`config.mk`:
```
export PLATFORM = sky130hd
export DESIGN_NAME = led_effect_scheduler
export DESIGN_NICKNAME = d
export VERILOG_FILES = /design/src/rtl/led_effect_scheduler.sv
export SDC_FILE = /design/constraint.sdc
export NUM_CORES = 1
export LEC_CHECK = 0
export BUFFER_PORTS_ARGS = -buffer_cell sky130_fd_sc_hd__buf_2
export CELL_PAD_IN_SITES_DETAIL_PLACEMENT = 1
export CELL_PAD_IN_SITES_GLOBAL_PLACEMENT = 1
export CORE_MARGIN = 2
export CORE_UTILIZATION = 44
export DETAILED_ROUTE_END_ITERATION = 10
export HOLD_SLACK_MARGIN = 0.02
export PLACE_DENSITY = 0.81
export REMOVE_ABC_BUFFERS = 1
export SYNTH_ARGS = -nofsm -noshare
export SYNTH_HDL_FRONTEND = slang
export SYNTH_SLANG_ARGS = --single-unit
```
`constraint.sdc`:
```
create_clock -name clk_i -period 3.4 [get_ports clk_i]
set_clock_uncertainty 0.2 [all_clocks]
set_input_delay 1.02 -clock clk_i [delete_from_list [all_inputs] [get_ports clk_i]]
set_output_delay 1.02 -clock clk_i [all_outputs]
set_load 0.005 [all_outputs]
```
`src/rtl/led_effect_scheduler.sv`:
```
// Arbitrated single-LED effect engine: prescaler, PWM period counter, owner arbitration at period
// boundaries and off/solid/breath/blink duty generation. Define LED_GAMMA_EN for squared breath duty.
module led_effect_scheduler #(
  parameter int unsigned CLK_DIV       = 50,
  parameter int unsigned PWM_BITS      = 8,
  parameter int unsigned RAMP_PERIODS  = 4,
  parameter int unsigned BLINK_PERIODS = 128
) (
  input  logic                clk_i,
  input  logic                rst_i,
  input  logic [2:0]          req_i,
  input  logic [5:0]          req_mode_i,
  output logic [2:0]          grant_o,
  output logic                busy_o,
  output logic [PWM_BITS-1:0] duty_o,
  output logic                period_start_o,
  output logic                pwm_o
);

  localparam int unsigned TickW  = $clog2(CLK_DIV);
  localparam int unsigned RampW  = (RAMP_PERIODS > 1) ? $clog2(RAMP_PERIODS) : 1;
  localparam int unsigned BlinkW = (BLINK_PERIODS > 1) ? $clog2(BLINK_PERIODS) : 1;

  localparam logic [TickW-1:0]    TickLast  = TickW'(CLK_DIV - 1);
  localparam logic [RampW-1:0]    RampLast  = RampW'(RAMP_PERIODS - 1);
  localparam logic [BlinkW-1:0]   BlinkLast = BlinkW'(BLINK_PERIODS - 1);
  localparam logic [PWM_BITS-1:0] DutyMax   = '1;

  typedef enum logic [1:0] {ModeOff, ModeSolid, ModeBreath, ModeBlink} mode_e;

  logic [TickW-1:0]    tick_cnt_q;
  logic [PWM_BITS-1:0] pwm_cnt_q;
  logic [2:0]          grant_q, grant_d;
  mode_e               mode_q, mode_d;
  logic [PWM_BITS-1:0] ramp_q, ramp_d;
  logic                dir_down_q, dir_down_d;
  logic [RampW-1:0]    rdiv_q, rdiv_d;
  logic [BlinkW-1:0]   bcnt_q, bcnt_d;
  logic                phase_q, phase_d;
  logic                period_start_q;
  logic                pwm_q;

  logic                tick;
  logic                period_end;
  logic [2:0]          new_grant;
  mode_e               new_mode;
  logic                restart;
  logic [PWM_BITS-1:0] duty;

  assign tick       = (tick_cnt_q == TickLast);
  assign period_end = tick && (pwm_cnt_q == DutyMax);

  always_comb begin
    new_grant = 3'b000;
    new_mode  = ModeOff;
    if (req_i[2]) begin
      new_grant = 3'b100;
      new_mode  = mode_e'(req_mode_i[5:4]);
    end else if (req_i[1]) begin
      new_grant = 3'b010;
      new_mode  = mode_e'(req_mode_i[3:2]);
    end else if (req_i[0]) begin
      new_grant = 3'b001;
      new_mode  = mode_e'(req_mode_i[1:0]);
    end
  end

  // A different owner or a mode change by the same owner restarts the effect from its origin.
  assign restart = (new_grant != grant_q) || (new_mode != mode_q);

  always_comb begin
    grant_d    = grant_q;
    mode_d     = mode_q;
    ramp_d     = ramp_q;
    dir_down_d = dir_down_q;
    rdiv_d     = rdiv_q;
    bcnt_d     = bcnt_q;
    phase_d    = phase_q;
    if (period_end) begin
      grant_d = new_grant;
      mode_d  = new_mode;
      if (restart) begin
        ramp_d     = '0;
        dir_down_d = 1'b0;
        rdiv_d     = '0;
        bcnt_d     = '0;
        phase_d    = 1'b1;
      end else begin
        case (mode_q)
          ModeBreath: begin
            if (rdiv_q == RampLast) begin
              rdiv_d = '0;
              if (!dir_down_q) begin
                ramp_d     = ramp_q + PWM_BITS'(1);
                dir_down_d = (ramp_q == DutyMax - PWM_BITS'(1));
              end else begin
                ramp_d     = ramp_q - PWM_BITS'(1);
                dir_down_d = (ramp_q != PWM_BITS'(1));
              end
            end else begin
              rdiv_d = rdiv_q + RampW'(1);
            end
          end
          ModeBlink: begin
            if (bcnt_q == BlinkLast) begin
              bcnt_d  = '0;
              phase_d = ~phase_q;
            end else begin
              bcnt_d = bcnt_q + BlinkW'(1);
            end
          end
          default: ;
        endcase
      end
    end
  end

`ifdef LED_GAMMA_EN
  localparam int unsigned SqW = 2 * PWM_BITS;
  logic [SqW-1:0] ramp_sq;
  assign ramp_sq = SqW'(ramp_q) * SqW'(ramp_q);
`endif

  always_comb begin
    duty = '0;
    if (grant_q != 3'b000) begin
      case (mode_q)
        ModeSolid:  duty = DutyMax;
`ifdef LED_GAMMA_EN
        ModeBreath: duty = ramp_sq[SqW-1:PWM_BITS];
`else
        ModeBreath: duty = ramp_q;
`endif
        ModeBlink:  duty = phase_q ? DutyMax : '0;
        default:    duty = '0;
      endcase
    end
  end

  always_ff @(posedge clk_i) begin
    if (rst_i) begin
      tick_cnt_q     <= '0;
      pwm_cnt_q      <= '0;
      grant_q        <= 3'b000;
      mode_q         <= ModeOff;
      ramp_q         <= '0;
      dir_down_q     <= 1'b0;
      rdiv_q         <= '0;
      bcnt_q         <= '0;
      phase_q        <= 1'b1;
      period_start_q <= 1'b0;
      pwm_q          <= 1'b0;
    end else begin
      tick_cnt_q     <= tick ? '0 : tick_cnt_q + TickW'(1);
      if (tick) pwm_cnt_q <= pwm_cnt_q + PWM_BITS'(1);
      grant_q        <= grant_d;
      mode_q         <= mode_d;
      ramp_q         <= ramp_d;
      dir_down_q     <= dir_down_d;
      rdiv_q         <= rdiv_d;
      bcnt_q         <= bcnt_d;
      phase_q        <= phase_d;
      period_start_q <= period_end;
      pwm_q          <= (pwm_cnt_q < duty);
    end
  end

  assign grant_o        = grant_q;
  assign busy_o         = (grant_q != 3'b000);
  assign duty_o         = duty;
  assign period_start_o = period_start_q;
  assign pwm_o          = pwm_q;

endmodule

```
==> results.txt, run 1 <==
The flow ran to the end, and the final reports show no timing, DRC or antenna violations. The first detailed-routing pass ran for 4 iterations. TritonCTS built the clock tree.

The tightest min-delay check is of the reg2reg type. Of the total synthesized cell area, the portion taken by full adders, half adders and majority gates is 0.0764. The post-detailed-route DRC marker count came out at 0. The die covers around 6600 um^2.

The slowest stage of the critical path is the sky130_fd_sc_hd__dfxtp_1 cell. In the finished design, the share of the clock period the worst path needs comes to 0.886. The clock passes through at most 2 buffers.

The worst ir drop on vdd came out at 0.180 mV. The launch instance of the worst register-to-register path is mode_q[0]. The parity-gate share of the synthesized area counting xor and xnor cells came out at 0.0468. The initial antenna violation count is 0. The post-layout net count is between 300 and 400. Measured along the x axis, the die boundary spans roughly 80 um.

The cell that appears most often on the critical path is sky130_fd_sc_hd__nand2_1. The post-DP HPWL is approximately 4900 um. The number of hold violations in the final report is 0. Grouping stages by cell kind, the critical path spends the most delay in flip-flops. The measured slew at the worst slew-check pin came out at between 600 and 700 ps. The post-route core utilization is 0.492. The worst slew margin relative to its limit is 0.594. The sum of internal, switching and leakage power is 0.941 mW. For this design, the sink count on the clock tree is 40. The worst setup path is captured at an output pin.

The area of the placeable core is roughly 5900 um^2. The number of nets with antenna violations after routing is 0. The setup-violating endpoint count in the final report is 0. In the layout the commonest cells are sky130_fd_sc_hd__nor2_1 (40), sky130_fd_sc_hd__dfxtp_1 (40), sky130_fd_sc_hd__nand2_1 (39).

The multiplexer fraction of the synthesized cell area came out at 0.00764. The synthesis-to-layout area growth came out at 9.89%. The aggregate global routing overflow is 0. The count of boundary I/O pins came out at 25. The number of buffers added for setup after CTS is 0.

The register-to-register setup slack is about 750 ps. The minimum clock period came out at between 3000 and 4000 ps. The number of CTS-inserted buffers is 5. The sum of negative setup slack is 0 ps.

The number of register bits inferred by synthesis is 40. Of all cell types, the one taking the most synthesized area is sky130_fd_sc_hd__dfxtp_1. Together, buffers and inverters on the worst path number 2. The pin count of the biggest net entering global routing is 32. The share of synthesized registers carrying an async set or reset is 0. After clock tree synthesis, the flow added hold-fix buffers numbering 0. The mean instance size in the synthesized netlist is around 7.8 um^2. The number of warnings printed during yosys synthesis came out at 0. After clock tree synthesis, the clock-pin slew on the worst setup and hold paths is 90 ps. The logic depth of the worst path, buffers included came out at 5. In the final layout, the share of cells above drive strength 1 is 0.140. The die height came out at between 80 and 90 um.

The biggest fanout along the worst timing path came out at 19. The sequential area share after synthesis is 0.306. Traced cell by cell, the critical path runs through nand2_1, nand2_1, o21ai_0, inv_1, buf_2. The number of cells traversed by the worst register-to-register path came out at 8. The setup path with the least slack is of type reg2out.

Data arrives at the worst endpoint at around 1800 ps. Dividing the detail-routed via count by the number of cells gives approximately 5.7. The fraction of post-synthesis cell area in the top cell type by area came out at 0.306.

The worst register-to-register path ends at pwm_o. By area, the combinational part of the netlist is dominated by simple AND/OR/NAND/NOR gates. The total power density per cell area came out at 327 nW/um^2.

The H-tree was split into 2 levels. The number of pins with negative max-slew slack in the final report came out at 0. Setup repair after global routing left no endpoint under its margin. The routability congestion estimate from global placement came out at ~0.83.

The overall via count from detail_route came out at between 2000 and 2500. The worst setup path is launched from a flip-flop. The number of global-route vias before repair is about 2500. The largest incremental delay on the critical path is between 700 and 800 ps. The maximum clock rate came out at 332 MHz. The flip-flop cell with the highest count after synthesis is sky130_fd_sc_hd__dfxtp_1. The tree is rooted in a sky130_fd_sc_hd__clkbuf_8. The number of max-cap violations is 0. In this run, the number of DRC markers left after iteration 0 of detailed routing was 62. The average wire per standard cell came out at roughly 15 um. The final wirelength came out at about 6600 um. The number of cell rows is 28. The number of buffer cells added on primary ports came out at 24.

The global routing usage summed across all routing layers came out at 0.218. The cell area after technology mapping came out at roughly 2600 um^2. The initial core utilization came out at 0.448. Sorting the synthesized cells by area gives the leading types as sky130_fd_sc_hd__dfxtp_1 (31%), sky130_fd_sc_hd__ha_1 (7.6%), sky130_fd_sc_hd__nor2_1 (5.7%), sky130_fd_sc_hd__nand2_1 (5.6%), sky130_fd_sc_hd__a21oi_1 (4.8%). The insertion delay to the later sink of the worst-skew pair is ~300 ps.

The worst path required time came out at 2180 ps. The simple-gate area share of the yosys netlist came out at 0.334. The end point of the critical path is duty_o[3]. The wire length of the first global-routing pass came out at 11400 um.

The number of gates resized after cts is 0. The post-synthesis instance total came out at 335. The number of enable-type register cells in the synthesized netlist is 0. The post-synthesis cell type count came out at 64. The most critical setup path has its startpoint at mode_q[0]. The number of antenna cells inserted is 0.

The area fraction in compound gates after synthesis came out at 0.171. The total leakage power is about 1.2 nW.
where the power goes:
group | switching [mW] | internal (mW) | total (mW)
combinational | 0.0312 | 0.0197 | 0.0509
sequential | 0.00330 | 0.471 | 0.474
clock | 0.194 | 0.221 | 0.415
total | 0.229 | 0.712 | 0.941
Yosys cell counts (all sizes together) (2+ instances only):
cell	count
and2	2
nand3	14
clkbuf	10
nand3b	4
buf	10
a21o	4
a21oi	26
inv	14
nand2b	5
mux2i	2
nand4b	2
nand2	39
or3	5
xor2	10
ha	16
and3	4
o21ai	17
dfxtp	40
nor2b	11
nand4	8
o31ai	2
nor4b	3
nor2	40
nor3	6
a31oi	5
xnor2	4
nor4	2
or4	2
a32oi	2
o21a	3
or2	2
worst min path at each step:
stage / to / start / cells after the start / slack [ps]
6_report: bcnt_q[6] / bcnt_q[6] / 2 / 260
2_1_floorplan: bcnt_q[6] / bcnt_q[6] / 2 / 230
3_3_place_gp: bcnt_q[6] / bcnt_q[6] / 2 / 240
5_1_grt: bcnt_q[6] / bcnt_q[6] / 2 / 290
3_5_place_dp: bcnt_q[6] / bcnt_q[6] / 2 / 250
4_1_cts: bcnt_q[6] / bcnt_q[6] / 2 / 260
per-layer routing:
metal	vias to the layer above	routed length (um)	GRT usage
met5	-	0	0
li1	1203	-	-
met2	29	3280	0.396
met3	7	141	0.0333
met4	0	85	0.0661
met1	1169	3060	0.265
cell families after synthesis:
kind of cell	count (synthesis)
AND/OR/NAND/NOR	158
AO/OA/AOI/OAI	71
flip-flops	40
buffers and inverters	34
adder cells (fa/ha/maj)	16
XOR/XNOR	14
multiplexers	2
stage by stage:
stage	area (um^2)	worst slack (ps)	instances	hold slack, ps
after floorplan	2520	618	315	226
after global placement	2760	369	418	238
after detailed placement	2760	331	418	246
after CTS	2880	381	426	260
after global routing	2880	196	426	289
final	2880	386	426	259
state kept, by name, indices dropped and copies added (netlist names):
name            flops
grant_o             3
pwm_cnt_q           8
dir_down_q          1
period_start_o      1
rdiv_q              2
mode_q              2
phase_q             1
pwm_o               1
bcnt_q              7
tick_cnt_q          6
ramp_q              8
final cells by class:
cell class | count | area, um^2
fill | 754 | 2970
multi-input combinational | 261 | 1670
sequential | 40 | 801
timing repair buffer | 28 | 150
tap | 75 | 93.8
clock buffer | 5 | 68.8
inverter | 14 | 52.6
clock inverter | 3 | 46.3
worst min-delay path: stages (launching register included):
cell	delay, ps
sky130_fd_sc_hd__dfxtp_1	320
sky130_fd_sc_hd__inv_1	50
sky130_fd_sc_hd__a21oi_1	50
Note: power is estimated with default switching activity, not from simulation.
==> inputs of run 2 (changes only) <==
Settings changed: ABC_AREA from default to 1, CORE_UTILIZATION 44 to 43, SKIP_LAST_GASP from default to 1.
==> results.txt, run 2 <==
Outcome: complete, no violations (unchanged). The overall die width came out at 84.4 um (was 81.2 um). The area of combinational cells with multiple inputs came out at 1730 um^2 (was 1670 um^2).

The setup slack at placement came out at 613 ps (was 331 ps). The root cell of the clock tree is sky130_fd_sc_hd__clkbuf_8 (unchanged). The kind of capture point of the worst setup path was an output pin (unchanged). The startpoint-to-endpoint class of the critical path is reg2out (unchanged).

The startpoint type of the worst setup path is a flip-flop (unchanged). The cell area after technology mapping came out at 2780 um^2 (was 2620 um^2). The fraction of post-synthesis cell area in the top cell type by area is 0.288 (was 0.306).

The total number of H-tree levels is 2 (unchanged). The post-layout net count is 468 (was 377). The number of cell rows came out at 29 (was 28). The TritonCTS sink count is 40 (unchanged). The sum of internal, switching and leakage power is 0.952 mW (was 0.941 mW). The measured slew at the worst slew-check pin is 585 ps (was 608 ps). The final design area excluding fillers came out at 3080 um^2 (was 2880 um^2).

The cell with the most instances after synthesis is sky130_fd_sc_hd__nand2_1. The largest incremental delay on the critical path came out at 450 ps (was 720 ps). The endpoint arrival time on the critical path came out at 1870 ps (was 1790 ps). The aggregate global routing overflow is 0 (unchanged). The minimum clock period came out at 3090 ps (was 3010 ps).

Commonest cells after routing, fill and taps aside: sky130_fd_sc_hd__nand2_1 (92), sky130_fd_sc_hd__inv_1 (52), sky130_fd_sc_hd__nor2_1 (45) (was sky130_fd_sc_hd__nor2_1 (40), sky130_fd_sc_hd__dfxtp_1 (40), sky130_fd_sc_hd__nand2_1 (39)). The hold slack came out at 269 ps (was 259 ps). The number of enable-type register cells in the synthesized netlist was 0 (unchanged). The average wire per standard cell came out at 14.1 um (was 15.4 um). The synthesis-to-layout area growth is 10.8% (was 9.89%). The number of hold violations in the final report came out at 0 (unchanged). The cell taking the most area after synthesis is sky130_fd_sc_hd__dfxtp_1 (unchanged). The number of warnings printed during yosys synthesis is 0 (unchanged). Cell chain of the critical path: clkinv_1, a21oi_1, inv_1, nor2_1, buf_2 (was nand2_1, nand2_1, o21ai_0, inv_1, buf_2).

The maximum clock rate is 323 MHz (was 332 MHz). The start point of the worst min-delay path is bcnt_q[6] (unchanged). The biggest fanout along the worst timing path is 9 (was 19). The number of gates resized after cts came to 0 (unchanged). The number of vias per cell after detailed routing came out at 5.33 (was 5.65). Registers with the most flip-flops: pwm_cnt_q x8, ramp_q x8, bcnt_q x7 (unchanged). The global routing usage summed across all routing layers is 0.221 (was 0.218).

The area fraction in compound gates after synthesis came to 0.129 (was 0.171). The register-to-register setup slack came out at 1010 ps (was 750 ps). The TritonCTS clock tree is done (unchanged).

The post-synthesis cell type count is 34 (was 64). The parity-gate share of the synthesized area counting xor and xnor cells came out at 0.0315 (was 0.0468). The post-synthesis instance total was 417 (was 335). The dominant combinational cell family by area after synthesis is simple AND/OR/NAND/NOR gates (unchanged). The routability congestion estimate from global placement is 0.785 (was 0.834). The number of buffer cells added on primary ports was 24 (unchanged). The worst path required time came out at 2180 ps (about the same). Largest cells by area after synthesis: sky130_fd_sc_hd__dfxtp_1 (29%), sky130_fd_sc_hd__nand2_1 (12%), sky130_fd_sc_hd__a21oi_1 (7.2%), sky130_fd_sc_hd__ha_1 (7.2%), sky130_fd_sc_hd__inv_1 (7.0%) (was sky130_fd_sc_hd__dfxtp_1 (31%), sky130_fd_sc_hd__ha_1 (7.6%), sky130_fd_sc_hd__nor2_1 (5.7%), sky130_fd_sc_hd__nand2_1 (5.6%), sky130_fd_sc_hd__a21oi_1 (4.8%)). The logic depth of the worst path, buffers included is 5 (unchanged). The worst min-delay path category is reg2reg (unchanged). The share of synthesized registers carrying an async set or reset was 0 (unchanged).

The clock-pin slew on the worst setup and hold paths came out at 90 ps (about the same). The period utilization came out at 0.910 (was 0.886). The length of the first detailed-routing pass in iterations is 4 (unchanged). The critical path's top delay family is buffers and inverters (was flip-flops). RSZ-0062 raised after global routing: false (unchanged). The final wirelength is 7340 um (was 6570 um).

The area occupied by registers came to 801 um^2 (unchanged). The first-iteration detailed-routing DRC count came out at 73 (was 62). The post-detailed-route DRC marker count is 0 (unchanged).

The quantity of hold-fixing buffers added after cts came out at 0 (unchanged). The die height is 84.4 um (was 81.2 um). The multiplexer fraction of the synthesized cell area is 0.00360 (was 0.00764).

The total power density per cell area is 309 nW/um^2 (was 327 nW/um^2). The worst ir drop on vdd came out at 0.311 mV (was 0.180 mV). The overall via count from detail_route came out at 2764 (was 2408).

The combined buffer and inverter count along the critical path came out at 3 (was 2). The number of buffers added for setup after CTS came to 0 (unchanged). The post-DP HPWL came out at 5610 um (was 4890 um). The worst hold endpoint is bcnt_q[6] (unchanged). The number of max-cap violations is 0 (unchanged). The area of the die was 7130 um^2 (was 6590 um^2). The cell with the biggest individual delay on the critical path is sky130_fd_sc_hd__dfxtp_1 (unchanged). The count of boundary I/O pins is 25 (unchanged). The number of pins with negative max-slew slack in the final report came out at 0 (unchanged).

The pin count of the biggest net entering global routing came out at 19 (was 32). The number of register bits inferred by synthesis came out at 40 (unchanged). The number of nets with antenna violations after routing was 0 (unchanged). The maximum number of buffers from clock root to sink is 2 (unchanged). The capture instance of the worst register-to-register path is pwm_o (unchanged). The number of antenna cells inserted came out at 0 (unchanged).

The number of global-route vias before repair is 2884 (was 2504). The simple-gate area share of the yosys netlist is 0.388 (was 0.334). The total leakage power is 1.37 nW (was 1.20 nW).

Leaving out fill and tap cells, the most frequent cell in the layout is sky130_fd_sc_hd__nand2_1. The launch instance of the worst register-to-register path is mode_q[0] (unchanged). The insertion delay to the later sink of the worst-skew pair is 300 ps (about the same). The mean instance size in the synthesized netlist is 6.67 um^2 (was 7.82 um^2). The setup-violating endpoint count in the final report is 0 (unchanged). The area of the placeable core is 6310 um^2 (was 5850 um^2). The adder and majority cell fraction of the synthesized area is 0.0720 (was 0.0764). The sequential area share after synthesis is 0.288 (was 0.306).

The count of cells along the worst hold path came out at 2 (unchanged). The cell area after placement came out at 2970 um^2 (was 2760 um^2). The worst slew margin relative to its limit is 0.607 (was 0.594).

Leading post-synthesis cells by instance count: sky130_fd_sc_hd__nand2_1 (92), sky130_fd_sc_hd__inv_1 (52), sky130_fd_sc_hd__nor2_1 (45), sky130_fd_sc_hd__a21oi_1 (40), sky130_fd_sc_hd__dfxtp_1 (40) (was sky130_fd_sc_hd__dfxtp_1 (40), sky130_fd_sc_hd__nor2_1 (40), sky130_fd_sc_hd__nand2_1 (39), sky130_fd_sc_hd__a21oi_1 (25), sky130_fd_sc_hd__ha_1 (16)). The share of final-layout standard cells stronger than drive strength 1 was 0.145 (was 0.140). The total of fill cells in the finished design came to 878 (was 754). The wire length of the first global-routing pass is 13100 um (was 11400 um). The number of CTS-inserted buffers is 5 (unchanged). The flip-flop cell with the highest count after synthesis was sky130_fd_sc_hd__dfxtp_1 (unchanged). The initial antenna violation count was 0 (unchanged). The setup slack of the critical path after layout came out at 307 ps (was 386 ps). The initial core utilization is 0.441 (was 0.448). The number of cells traversed by the worst register-to-register path came out at 9 (was 8). The sum of negative setup slack is 0 ps (unchanged).
## run 2: changes by cell type in the layout (fill, tap and decap cells not counted), moves of 5 or more
cell	before	now
sky130_fd_sc_hd__nor2b_1	10	0
sky130_fd_sc_hd__inv_1	14	52
sky130_fd_sc_hd__nor2_2	0	9
sky130_fd_sc_hd__nor2_1	40	45
sky130_fd_sc_hd__or3_1	5	0
sky130_fd_sc_hd__o21ai_1	5	0
sky130_fd_sc_hd__nand4_1	7	17
sky130_fd_sc_hd__nand2b_1	5	0
sky130_fd_sc_hd__nand2_1	39	92
sky130_fd_sc_hd__a21oi_1	25	40
sky130_fd_sc_hd__o21ai_0	12	19
sky130_fd_sc_hd__nand3_1	14	34
## run 2: layout make-up
cell class,instances,area share
clock inverters,3,0.0138
well taps,77,0.0313
repair buffers,26,0.0439
flip-flops and latches,40,0.260
clock buffers,5,0.0223
inverters,54,0.0658
multi-input cells,314,0.563
## run 2: power breakdown
group | leakage, nW | switching (mW) | total, mW | internal [mW]
sequential | 0.323 | 0.00366 | 0.475 | 0.471
clock | 0.0541 | 0.187 | 0.404 | 0.218
combinational | 0.991 | 0.0499 | 0.0729 | 0.0230
## run 2: logic make-up after synthesis
family,Yosys count
multiplexers,1
AND/OR/NAND/NOR,222
XOR/XNOR,10
adder cells (fa/ha/maj),16
buffers and inverters,63
flip-flops,40
AO/OA/AOI/OAI,65
## run 2: metal layers
| metal | vias to the layer above | global-route usage | share of wire |
|---|---|---|---|
| met2 | 43 | 0.385 | 0.47 |
| met4 | 0 | 0.0606 | 0.014 |
| met3 | 10 | 0.0393 | 0.030 |
| met5 | - | 0 | 0 |
| li1 | 1408 | - | - |
| met1 | 1303 | 0.282 | 0.48 |
## run 2: how the worst max path moves through the flow
stage               startpoint        end  slack, ps
floorplan             req_i[0]    phase_q       1040
global placement      req_i[2]  bcnt_q[4]        680
detailed placement    req_i[2]  ramp_q[3]        610
CTS                  mode_q[0]  duty_o[7]        300
global route         mode_q[0]  duty_o[1]        140
finish               mode_q[0]  duty_o[7]        310
## run 2: per-stage QoR
step | std cells | util
floorplan | 408 | -
global placement | 511 | 0.470
detailed placement | 511 | 0.470
CTS | 519 | 0.488
global route | 519 | 0.488
finish | 519 | 0.488
## run 2: worst min-delay path, delay by kind of cell, from the launching register on
kind / cells / cell delay (ps)
AO/OA/AOI/OAI: 1 / 50
AND/OR/NAND/NOR: 1 / 60
flip-flops: 1 / 320
==> inputs of run 3 (changes only) <==
==> constraint.sdc (replaced) <==
create_clock -name clk_i -period 3.4 [get_ports clk_i]
set_clock_uncertainty 0.2 [all_clocks]
set_input_delay 0.17 -clock clk_i [delete_from_list [all_inputs] [get_ports clk_i]]
set_output_delay 0.17 -clock clk_i [all_outputs]
set_load 0.005 [all_outputs]
==> results.txt, run 3 (same netlist as run 2, synthesis figures left out) <==
Outcome: complete, no violations (unchanged). The met2 wirelength from detailed routing is 3540 um (was 3480 um). Cell chain of the critical path: clkinv_1, a21oi_1, inv_1, nor2_1, inv_1, ha_1, a21oi_1, o21ai_0, a21oi_1 (was clkinv_1, a21oi_1, inv_1, nor2_1, buf_2). Registers with the most flip-flops: pwm_cnt_q x8, ramp_q x8, bcnt_q x7 (unchanged).

The post-layout net count is 467 (was 468). The area of the placeable core came out at 6310 um^2 (unchanged). The sum of negative setup slack came out at 0 ps (unchanged). The cell-internal power is 0.715 mW (was 0.711 mW).

The clock network power share came out at 0.428 (was 0.425). The average wire per standard cell is 14.4 um (was 14.1 um). The total power density per cell area was 311 nW/um^2 (was 309 nW/um^2). The first-iteration detailed-routing DRC count came out at 113 (was 73). The maximum number of buffers from clock root to sink is 2 (unchanged). The number of pins with negative max-slew slack in the final report is 0 (unchanged). The area of the die came to 7130 um^2 (unchanged). The initial antenna violation count came out at 0 (unchanged).

The non-filler instance count after layout is 518 (was 519). The cell with the biggest individual delay on the critical path is sky130_fd_sc_hd__dfxtp_1 (unchanged). The clock-pin slew on the worst setup and hold paths was 90 ps (about the same). The startpoint type of the worst setup path is a flip-flop (unchanged). The die height came to 84.4 um (unchanged). The number of vias per cell after detailed routing is 5.32 (was 5.33).

The number of hold violations in the final report came out at 0 (unchanged). The switching power summed over all nets is 0.241 mW (was 0.240 mW). The setup slack at placement came to 949 ps (was 613 ps).

The number of CTS-inserted buffers is 5 (unchanged). The share of power burned in combinational logic is 0.075 (was 0.077). The quantity of hold-fixing buffers added after cts is 0 (unchanged). The routability congestion estimate from global placement came to 0.854 (was 0.785).

The setup slack of the critical path after layout is 912 ps (was 307 ps). The worst slew margin relative to its limit came out at 0.551 (was 0.607). The final wirelength is 7440 um (was 7340 um). The number of gates resized after cts was 0 (unchanged). The endpoint arrival time on the critical path is 2530 ps (was 1870 ps). The overall die width is 84.4 um (unchanged).

The wire length the detailed router placed on met1 was 3610 um (was 3540 um). The number of antenna cells inserted came out at 0 (unchanged). The biggest fanout along the worst timing path was 9 (unchanged). The worst min-delay path category was in2reg (was reg2reg). The post-detailed-route DRC marker count is 0 (unchanged). The met3 wire length is 167 um (was 218 um). The total number of H-tree levels is 2 (unchanged). The initial core utilization came out at 0.441 (unchanged). The overall via count from detail_route is 2758 (was 2764). The cell area after placement came to 2960 um^2 (was 2970 um^2). The critical path's top delay family is compound AO/OA/AOI/OAI gates (was buffers and inverters). The final design area excluding fillers is 3080 um^2 (about the same). The startpoint-to-endpoint class of the critical path is reg2reg (was reg2out).

The length of the first detailed-routing pass in iterations is 4 (unchanged). The total leakage power came to 1.36 nW (was 1.37 nW). The worst path required time came out at 3440 ps (was 2180 ps). The period utilization came to 0.732 (was 0.910). The area occupied by registers is 801 um^2 (unchanged). The aggregate global routing overflow came out at 0 (unchanged). The largest incremental delay on the critical path is 470 ps (was 450 ps).

The kind of capture point of the worst setup path is a flip-flop (was output pin). The pin count of the biggest net entering global routing came out at 20 (was 19). The count of boundary I/O pins came out at 25 (unchanged). The post-DP HPWL came out at 5610 um (about the same). The worst ir drop on vdd came to 0.193 mV (was 0.311 mV). The number of buffer cells added on primary ports came out at 24 (unchanged). The number of global-route vias before repair is 2799 (was 2884). The area of combinational cells with multiple inputs came to 1730 um^2 (unchanged). The total of fill cells in the finished design is 880 (was 878).

The number of max-cap violations is 0 (unchanged). The cell that appears most often on the critical path is sky130_fd_sc_hd__a21oi_1. The number of nets with antenna violations after routing was 0 (unchanged). The switching share of power is 0.253 (was 0.252). The insertion delay to the later sink of the worst-skew pair came to 300 ps (about the same). The post-route core utilization was 0.487 (was 0.488). The setup-violating endpoint count in the final report is 0 (unchanged). The root cell of the clock tree is sky130_fd_sc_hd__clkbuf_8 (unchanged). The global routing usage summed across all routing layers came to 0.220 (was 0.221). The total placed cells including tap cells came out at 510 (was 511). The maximum clock rate came out at 402 MHz (was 323 MHz). The TritonCTS clock tree is done (unchanged). The minimum clock period came out at 2490 ps (was 3090 ps). The synthesis-to-layout area growth was 10.6% (was 10.8%). The number of cell rows was 29 (unchanged).

RSZ-0062 raised after global routing: false (unchanged). Commonest cells after routing, fill and taps aside: sky130_fd_sc_hd__nand2_1 (92), sky130_fd_sc_hd__inv_1 (52), sky130_fd_sc_hd__nor2_1 (45) (unchanged). The share of final-layout standard cells stronger than drive strength 1 came to 0.143 (was 0.145).

The combined buffer and inverter count along the critical path came out at 3 (unchanged). The number of buffers added for setup after CTS came out at 0 (unchanged). The TritonCTS sink count was 40 (unchanged). The wire length of the first global-routing pass came out at 12900 um (was 13100 um). The share of total power in sequential cells came out at 0.496 (was 0.499).

The measured slew at the worst slew-check pin is 669 ps (was 585 ps). The leading cell type in the layout, fill and taps excluded is sky130_fd_sc_hd__nand2_1 (unchanged). The top metal layer carrying routed signals is met4 (unchanged).
[run 3: stage by stage]
stage               hold WS (ps)  power (mW)
global route                54.3       0.989
CTS                         25.1       0.966
detailed placement           258       0.558
finish                      28.1       0.956
floorplan                   32.4       0.534
global placement             249       0.556
[run 3: cell type report]
| class | count | area share |
|---|---|---|
| multi-input combinational | 314 | 0.564 |
| sequential | 40 | 0.260 |
| inverter | 54 | 0.0659 |
| timing repair buffer | 25 | 0.0415 |
| tap | 77 | 0.0313 |
| clock buffer | 5 | 0.0224 |
| clock inverter | 3 | 0.0150 |
[run 3: tightest hold or removal path, cell delays in order]
cell and delay (ps):
sky130_fd_sc_hd__buf_2 140, sky130_fd_sc_hd__nand2_1 100, sky130_fd_sc_hd__a21oi_1 70
[run 3: worst paths after layout]
kind	start	end	slack [ps]	depth (start not counted)
hold reg to reg	bcnt_q[6]	bcnt_q[6]	270	2
setup reg to reg	mode_q[0]	pwm_o	910	9
setup / recovery	mode_q[0]	pwm_o	910	9
hold / removal	req_i[1]	grant_o[1]	30	3
[run 3: layer usage]
| layer | GRT usage | vias up |
|---|---|---|
| li1 | - | 1406 |
| met1 | 0.286 | 1308 |
| met2 | 0.384 | 34 |
| met3 | 0.0275 | 10 |
| met4 | 0.0592 | 0 |
| met5 | 0 | - |
[run 3: power groups by stage]
stage,registers [mW],logic [mW],clock network [mW]
finish,0.474,0.0721,0.410
global route,0.475,0.0808,0.434
CTS,0.474,0.0730,0.419
detailed placement,0.485,0.0726,0
global placement,0.485,0.0706,0
floorplan,0.485,0.0490,0
